$ cat src/rtl/gbuff_out_streamer_pkg.sv
// Shared TPU constants for the output-buffer streamer: word size, buffer depth, byte width, FSM encoding.
package gbuff_out_streamer_pkg;

  localparam int GBUFF_WORD_W = 256;
  localparam int GBUFF_DEPTH  = 32;
  localparam int BYTE_W       = 8;
  localparam int ADDR_W       = 5;

  typedef enum logic [1:0] {
    IDLE  = 2'd0,
    READ  = 2'd1,
    DRAIN = 2'd2,
    FIN   = 2'd3
  } state_t;

  // Byte 0 sits in the most significant bits of a row.
  function automatic int byte_msb(input int col, input int word_w);
    return word_w - 1 - col * BYTE_W;
  endfunction

endpackage

$ cat src/rtl/gbuff_out_streamer_if.sv
// Bus bundle between the array controller / output SRAM / host and the result streamer.
interface gbuff_out_streamer_if
  import gbuff_out_streamer_pkg::*;
#(
  parameter int WORD_W = GBUFF_WORD_W
);
  logic              start;
  logic [4:0]        m;
  logic [4:0]        n;
  logic              rd_en;
  logic [4:0]        rd_addr;
  logic [WORD_W-1:0] rd_data;
  logic [WORD_W-1:0] gbuff_out;
  logic              out_valid;
  logic              busy;
  logic              done;
  state_t            state_dbg;
  logic [4:0]        m_lat_dbg;
  logic [4:0]        n_lat_dbg;

  // Handshake: start is a one-cycle request honoured only when busy=0 and done=0; rd_data must
  // follow rd_en by exactly one cycle; out_valid has no ready, the host takes every valid row.
  modport master (
    input  start, m, n, rd_data,
    output rd_en, rd_addr, gbuff_out, out_valid, busy, done, state_dbg, m_lat_dbg, n_lat_dbg
  );

  modport slave (
    output start, m, n, rd_data,
    input  rd_en, rd_addr, gbuff_out, out_valid, busy, done, state_dbg, m_lat_dbg, n_lat_dbg
  );
endinterface

$ cat src/rtl/gbuff_out_streamer_out_mask_gen.sv
// Combinational byte mask: zeroes rows past the last valid row and byte columns past the last valid column.
module out_mask_gen
  import gbuff_out_streamer_pkg::*;
#(
  parameter int WORD_W = GBUFF_WORD_W
) (
  input  logic [4:0]        row,
  input  logic [4:0]        m,
  input  logic [4:0]        n,
  input  logic [WORD_W-1:0] data,
  output logic [WORD_W-1:0] data_out
);

  localparam int NUM_BYTES = WORD_W / BYTE_W;

  always_comb begin
    data_out = data;
    for (int c = 0; c < NUM_BYTES; c++) begin
      if ((row > m) || (c > int'(n))) begin
        data_out[byte_msb(c, WORD_W) -: BYTE_W] = '0;
      end
    end
  end

endmodule

$ cat src/rtl/gbuff_out_streamer.sv
// Streams DEPTH rows from the output global buffer to the host; byte masking is enabled by OUT_MASK_EN.
module gbuff_out_streamer
  import gbuff_out_streamer_pkg::*;
#(
  parameter int WORD_W = GBUFF_WORD_W,
  parameter int DEPTH  = GBUFF_DEPTH
) (
  input logic                   clk,
  input logic                   rst,
  gbuff_out_streamer_if.master  bus
);

  localparam logic [ADDR_W-1:0] LAST_ADDR = ADDR_W'(DEPTH - 1);

  state_t            state;
  logic [ADDR_W-1:0] cnt;
  logic              rd_en_r;
  logic              busy_r;
  logic              done_r;
  logic [4:0]        m_lat;
  logic [4:0]        n_lat;
  logic              rd_en_q;
  logic              out_valid_r;
  logic [WORD_W-1:0] gbuff_out_r;
  logic [WORD_W-1:0] row_data;

  // done is registered off FIN, so it lands in the cycle after the last valid row; the !done
  // term keeps a start issued alongside done from being taken as a new job.
  always_ff @(posedge clk or posedge rst) begin
    if (rst) begin
      state   <= IDLE;
      cnt     <= '0;
      rd_en_r <= 1'b0;
      busy_r  <= 1'b0;
      done_r  <= 1'b0;
      m_lat   <= '0;
      n_lat   <= '0;
    end else begin
      done_r <= 1'b0;
      case (state)
        IDLE: begin
          if (bus.start && !done_r) begin
            m_lat   <= bus.m;
            n_lat   <= bus.n;
            cnt     <= '0;
            rd_en_r <= 1'b1;
            busy_r  <= 1'b1;
            state   <= READ;
          end
        end
        READ: begin
          if (cnt == LAST_ADDR) begin
            rd_en_r <= 1'b0;
            state   <= DRAIN;
          end else begin
            cnt <= cnt + 1'b1;
          end
        end
        DRAIN: state <= FIN;
        FIN: begin
          done_r <= 1'b1;
          busy_r <= 1'b0;
          state  <= IDLE;
        end
        default: state <= IDLE;
      endcase
    end
  end

`ifdef OUT_MASK_EN
  logic [ADDR_W-1:0] row_q;

  always_ff @(posedge clk or posedge rst) begin
    if (rst) row_q <= '0;
    else     row_q <= cnt;
  end

  out_mask_gen #(.WORD_W(WORD_W)) u_mask (
    .row      (row_q),
    .m        (m_lat),
    .n        (n_lat),
    .data     (bus.rd_data),
    .data_out (row_data)
  );
`else
  assign row_data = bus.rd_data;
`endif

  // rd_en is delayed twice so out_valid lines up with the registered copy of rd_data.
  always_ff @(posedge clk or posedge rst) begin
    if (rst) begin
      rd_en_q     <= 1'b0;
      out_valid_r <= 1'b0;
      gbuff_out_r <= '0;
    end else begin
      rd_en_q     <= rd_en_r;
      out_valid_r <= rd_en_q;
      if (rd_en_q) gbuff_out_r <= row_data;
    end
  end

  assign bus.rd_en     = rd_en_r;
  assign bus.rd_addr   = cnt;
  assign bus.gbuff_out = gbuff_out_r;
  assign bus.out_valid = out_valid_r;
  assign bus.busy      = busy_r;
  assign bus.done      = done_r;
  assign bus.state_dbg = state;
  assign bus.m_lat_dbg = m_lat;
  assign bus.n_lat_dbg = n_lat;

endmodule
$ cat src/flat_wrapper.sv
// flat-port wrapper written by rule: the top's interface ports become plain ports
module gbuff_out_streamer_flat import gbuff_out_streamer_pkg::*;
#(
  parameter int WORD_W = GBUFF_WORD_W,
  parameter int DEPTH  = GBUFF_DEPTH
)
  (clk, rst, bus_start, bus_m, bus_n, bus_rd_data, bus_rd_en, bus_rd_addr, bus_gbuff_out, bus_out_valid, bus_busy, bus_done, bus_state_dbg, bus_m_lat_dbg, bus_n_lat_dbg);
  gbuff_out_streamer_if #(.WORD_W(WORD_W)) bus_i ();
  input logic clk;
  input logic rst;
  input wire logic [$bits(bus_i.start)-1:0] bus_start;
  input wire logic [$bits(bus_i.m)-1:0] bus_m;
  input wire logic [$bits(bus_i.n)-1:0] bus_n;
  input wire logic [$bits(bus_i.rd_data)-1:0] bus_rd_data;
  output wire logic [$bits(bus_i.rd_en)-1:0] bus_rd_en;
  output wire logic [$bits(bus_i.rd_addr)-1:0] bus_rd_addr;
  output wire logic [$bits(bus_i.gbuff_out)-1:0] bus_gbuff_out;
  output wire logic [$bits(bus_i.out_valid)-1:0] bus_out_valid;
  output wire logic [$bits(bus_i.busy)-1:0] bus_busy;
  output wire logic [$bits(bus_i.done)-1:0] bus_done;
  output wire logic [$bits(bus_i.state_dbg)-1:0] bus_state_dbg;
  output wire logic [$bits(bus_i.m_lat_dbg)-1:0] bus_m_lat_dbg;
  output wire logic [$bits(bus_i.n_lat_dbg)-1:0] bus_n_lat_dbg;
  assign bus_i.start = bus_start;
  assign bus_i.m = bus_m;
  assign bus_i.n = bus_n;
  assign bus_i.rd_data = bus_rd_data;
  assign bus_rd_en = bus_i.rd_en;
  assign bus_rd_addr = bus_i.rd_addr;
  assign bus_gbuff_out = bus_i.gbuff_out;
  assign bus_out_valid = bus_i.out_valid;
  assign bus_busy = bus_i.busy;
  assign bus_done = bus_i.done;
  assign bus_state_dbg = bus_i.state_dbg;
  assign bus_m_lat_dbg = bus_i.m_lat_dbg;
  assign bus_n_lat_dbg = bus_i.n_lat_dbg;
  gbuff_out_streamer #(.WORD_W(WORD_W), .DEPTH(DEPTH)) u_core (.clk(clk), .rst(rst), .bus(bus_i));
endmodule
$ cat config.mk
export PLATFORM = sky130hd
export DESIGN_NAME = gbuff_out_streamer_flat
export DESIGN_NICKNAME = d
export VERILOG_FILES = /design/src/rtl/gbuff_out_streamer_pkg.sv /design/src/rtl/gbuff_out_streamer_if.sv /design/src/rtl/gbuff_out_streamer_out_mask_gen.sv /design/src/rtl/gbuff_out_streamer.sv /design/src/flat_wrapper.sv
export SDC_FILE = /design/constraint.sdc
export NUM_CORES = 1
export LEC_CHECK = 0
export BUFFER_PORTS_ARGS = -buffer_cell sky130_fd_sc_hd__clkbuf_2
export CAP_MARGIN = 20
export CORE_AREA = 3 3 209 211
export DETAILED_ROUTE_END_ITERATION = 6
export DIE_AREA = 0 0 212 214
export PLACE_DENSITY = 0.58
export SYNTH_ARGS = -nofsm -noshare
export SYNTH_HDL_FRONTEND = slang
export SYNTH_SLANG_ARGS = --single-unit
export TNS_END_PERCENT = 30
$ cat constraint.sdc
create_clock -name clk -period 9.5 [get_ports clk]
set_input_delay 0.475 -clock clk [delete_from_list [all_inputs] [get_ports clk]]
set_output_delay 0.475 -clock clk [all_outputs]
set_load 0.05 [all_outputs]
## Word level (Yosys, flattened, before mapping)

Index checks and enable logic that the tools add are counted.

| operators by class | value |
|---|---|
| add/sub/neg operators | 1 |
| equality and inequality tests | 7 |
| mux-type cells | 11 |
| reduce and logical (&&, ||, !) cells | 10 |

Operators with widths:

| cell | number |
|---|---|
| $mux 5 | 2 |
| $pmux 5 s2 | 1 |
| $pmux 2 s4 | 1 |
| $reduce_and 2->1 | 3 |
| $reduce_and 3->1 | 2 |
| $add 5x1->5 const B | 1 |
| $eq 5x5->1 const B | 1 |
| $eq 2x2->1 const B | 2 |
| $mux 2 | 2 |
| $ne 2x1->1 const B | 2 |
| $pmux 1 s2 | 2 |
| $reduce_bool 2->1 | 2 |
| $mux 1 | 3 |
| $eq 2x1->1 const B | 1 |
| $logic_not 2->1 | 1 |
| $ne 2x2->1 const B | 1 |
| $logic_and 1x1->1 | 1 |
| $logic_not 1->1 | 1 |

| storage, ports and cells | value |
|---|---|
| bits in registers | 278 |
| output and inout port bits | 277 |
| logic and storage cells | 39 |

## Depth between registers and ports, before layout

| depth | value |
|---|---|
| depth after elaboration | 4 |
| mapped depth | 7 |
| mapped depth without buffers | 7 |

## Least setup slack after synthesis

OpenSTA, ideal clock, no wires.

| timing | value |
|---|---|
| path kind | reg2reg |
| from | reg u_core.cnt[0], in the netlist u_core.bus.rd_addr[0] |
| to | reg u_core.cnt[3], in the netlist u_core.bus.rd_addr[3] |
| arrival time | 2.010 ns |
| data required time | 9.423 ns |
| slack | 7.413 ns |
| stages on the path, launching flop included | 8 |
| path buffers | 0 |
| clock period less this slack | 2.087 ns |
| cell sequence | dfrtp_1 ha_1 and3_1 ha_1 and2b_2 o2bb2ai_2 or3_1 a21oi_1 |

| between the ends | value |
|---|---|
| word-level cells in the longest chain between the ends | 3 |

RTL lines:

| item | line | text |
|---|---|---|
| from (decl) | gbuff_out_streamer.sv:16 | `logic [ADDR_W-1:0] cnt;` |
| from (signal assigned) | gbuff_out_streamer.sv:56 | `cnt <= cnt + 1'b1;` |
| $add 5x1->5 / $eq 5x5->1 (equally long branches) | gbuff_out_streamer.sv:56, gbuff_out_streamer.sv:52 |  |
| $mux 5 / $ne 2x2->1 (equally long branches) | n/a |  |
| $pmux 5 s2 / $reduce_and 3->1 (equally long branches) | n/a |  |

Several ways; a longest one is shown, not always the timed one. The select of a mux whose other input is x is not followed.
A chain may end at the register's enable or synchronous reset.

## Final worst setup path

| timing | value |
|---|---|
| from | reg u_core.rd_en_q |
| to | reg u_core.gbuff_out_r[120], in the netlist u_core.bus.gbuff_out[120] |

RTL lines:

| item | line | text |
|---|---|---|
| from (decl) | gbuff_out_streamer.sv:22 | `logic rd_en_q;` |
| from (signal assigned) | gbuff_out_streamer.sv:96 | `rd_en_q <= rd_en_r;` |
| to (signal assigned) | gbuff_out_streamer.sv:98 | `if (rd_en_q) gbuff_out_r <= row_data;` |
| to (decl) | gbuff_out_streamer.sv:24 | `logic [WORD_W-1:0] gbuff_out_r;` |

No word-level cell between the ends.

==> impl_metrics.yaml <==
synth:
  ys_ff_latch: 278
  synth_top_area_cell: "dfrtp_1"
  yosys.cell_types.count: 22
  synthSimpleGateAreaFrac_pct: 0.982
  synth_top_area_share_pct: 66.6
  yosysWarnings: 0
  synth_seq_area_share_pct: 66.6
  synth_area_mm2: 0.0104
  synthAdderAreaFrac_pct: 0.958
  synth.net_count: 899
  synth_top_family_by_area: "multiplexers"
  synth.avg_cell_area_um2: 16.8
  synthTopCellsByArea: "dfrtp_1 (67%), mux2_2 (29%), buf_2 (1.4%)"
  muxShareOfSynthArea_pct: 28.8
  netlist_instances: 622
  synth_xor_area_share_pct: 0
  synth_compound_area_share_pct: 1.02
detailed_routing:
  wl_mm: 29.3
  vias: 7257
  detail-route-antenna-nets: 0
  remaining_drc_errors: 0
  drt_pre_antenna_iters: 4
  viasPerCell: 4.18
  wl_met3_mm: 2.10
  wl_per_cell_um: 16.8
  drtIter0Drc: 324
  top_layer: "met4"
  wl_met2_mm: 15.0
  wl_met1_mm: 11.2
final_layout:
  final_common_cell: "clkbuf_2"
  syn_to_final_growth_pct: 41.5
  mostFrequentLayoutCells: "clkbuf_2 (545), dfrtp_1 (277), mux2_2 (267)"
  drive_gt1_share_pct: 72.6
  final_nets: 1452
  multi_input_area_mm2: 0.00332
  antenna-diode-count: 0
  seq_area_mm2: 0.00696
  final_util_pct: 35.2
  fillers: 4188
clocking:
  post-cts-setup-buffer-count: 0
  cts_tree: "built"
  numCtsBuffers: 31
  cts-resized-gates: 0
  clkLatencyLatePin_ps: 560
  clock-sinks: 278
  root_buffer: "clkbuf_16"
  cts_hold_buf: 0
  clk_pin_slew_ps: 60
  h-tree-depth: 1
  cts_buffer_depth: 3
placement:
  hpwl_mm: 22.3
  portBuffers: 545
  gp_congestion: 0.823
  post-place-ws_ps: 7060
run_status:
  outcome: "finished, final reports clean"
sta:
  setup-tns-final_ps: 0
  min_period_ps: 2450
  worstMarginPinSlew_ps: 953
  timing.final.ws_setup_ps: 7050
  setup_violations: 0
  finClkSkew_ps: 8.12
  rsz0062_at_grt: "no"
  clock.fmax_ghz: 0.408
  timing.hold.ws_ps: 114
  relSlewSlack_pct: 36.5
  final.period_utilization_pct: 25.8
  finalMaxSlewViolations: 0
  hold_violations: 0
floorplanning:
  row_count: 75
  io_pins: 546
  die_area_mm2: 0.0454
  chipWidth_um: 212
  coreArea_mm2: 0.0419
  start_util_pct: 24.9
  die_y_um: 214
global_routing:
  antenna_found_initial: 0
  grt_use_total_pct: 12.5
  overflow: 0
  grt_max_degree: 128
  grt_pass1_vias: 7809
  grt_pass1_wl_mm: 45.3
power_and_ir_drop:
  power.density_mw_per_mm2: 216
  ir_drop_mv: 0.172
  p_leak_uw: 0.00736
flow_run:
  maxCapViolCount: 0
critical_path:
  cp-start-kind: "flop"
  path_max_fanout: 72
  endpoint_kind: "flop"
  critPathArrivalTime_ps: 2890
  crit_type: "flop to flop"
  cp.required_ps: 9940
min_path:
  hold_path.class: "input port to asynchronous set/reset pin"
==> kinds of logic after synthesis <==
kind of cell               Yosys count
and+or+nand+nor                     19
buffers and inverters               34
DFF                                278
muxes                              267
AOI/OAI and AO/OA                   16
adders and majority gates            8
==> synth_stat cells <==
master       n
and3_1       1
o2bb2ai_2    1
a22o_1       1
buf_6        1
nand2_1      7
buf_2       29
nand3b_1     2
nand3_1      2
and2b_1      1
inv_1        4
dfrtp_1    278
mux2_2     267
a22o_2       2
or3_1        2
nor2_1       1
a21o_1       1
ha_1         8
and2b_2      1
nand2b_1     1
o21ai_0      6
a21oi_1      5
nor2b_1      1
==> per-stage QoR <==
step	area [um2]	total power, uW	instances
after floorplan	10400	1830	622
after global placement	13700	2030	1680
after global routing	14800	3350	1738
after CTS	14800	3250	1737
after detailed placement	13700	2050	1680
final	14800	3190	1738
==> worst paths after layout <==
path / startpoint / end / slack, ps / depth (start not counted)
max in group asynchronous: rst / u_core.bus.gbuff_out[193]$_DFFE_PP0P_ / 7860 / 3
min in group clk: bus_rd_data[124] / u_core.bus.gbuff_out[124]$_DFFE_PP0P_ / 140 / 2
worst max register to register: u_core.rd_en_q$_DFF_PP0_ / u_core.bus.gbuff_out[120]$_DFFE_PP0P_ / 7050 / 2
worst max-delay path: u_core.rd_en_q$_DFF_PP0_ / u_core.bus.gbuff_out[120]$_DFFE_PP0P_ / 7050 / 2
worst min-delay path: rst / u_core.bus.gbuff_out[21]$_DFFE_PP0P_ / 110 / 2
worst min register to register: u_core.bus.rd_en$_DFFE_PP0P_ / u_core.rd_en_q$_DFF_PP0_ / 480 / 0
==> sequential cells by signal, indices dropped and copies added, names as in the netlist, 2 cells and up <==
signal	count
u_core.bus.state_dbg	2
u_core.bus.m_lat_dbg	5
u_core.bus.rd_addr	5
u_core.bus.n_lat_dbg	5
u_core.bus.gbuff_out	256
==> metal layers <==
layer	vias to the layer above	GRT usage (%)
li1	3307	-
met1	3632	14.6
met2	267	22.1
met3	51	3.31
met4	0	4.02
met5	-	0
==> cell type report <==
class	count	share of cell area, %
flip-flops and latches	278	47.1
repair buffers	550	18.9
multi-input cells	310	22.4
well taps	539	4.56
inverters	4	0.152
clock inverters	10	0.754
clock buffers	47	6.06
==> worst max-delay path, cell delays in order (launching register included) <==
cell and delay [ps]:
dfrtp_4 970, buf_4 840, mux2_2 420
==> power by group <==
group / leakage, uW / switching [uW] / internal, uW
logic: 0.00362 / 489 / 192
clock network: 0.000498 / 475 / 702
registers: 0.00324 / 56.8 / 1280
(Power assumes the default switching activity.)
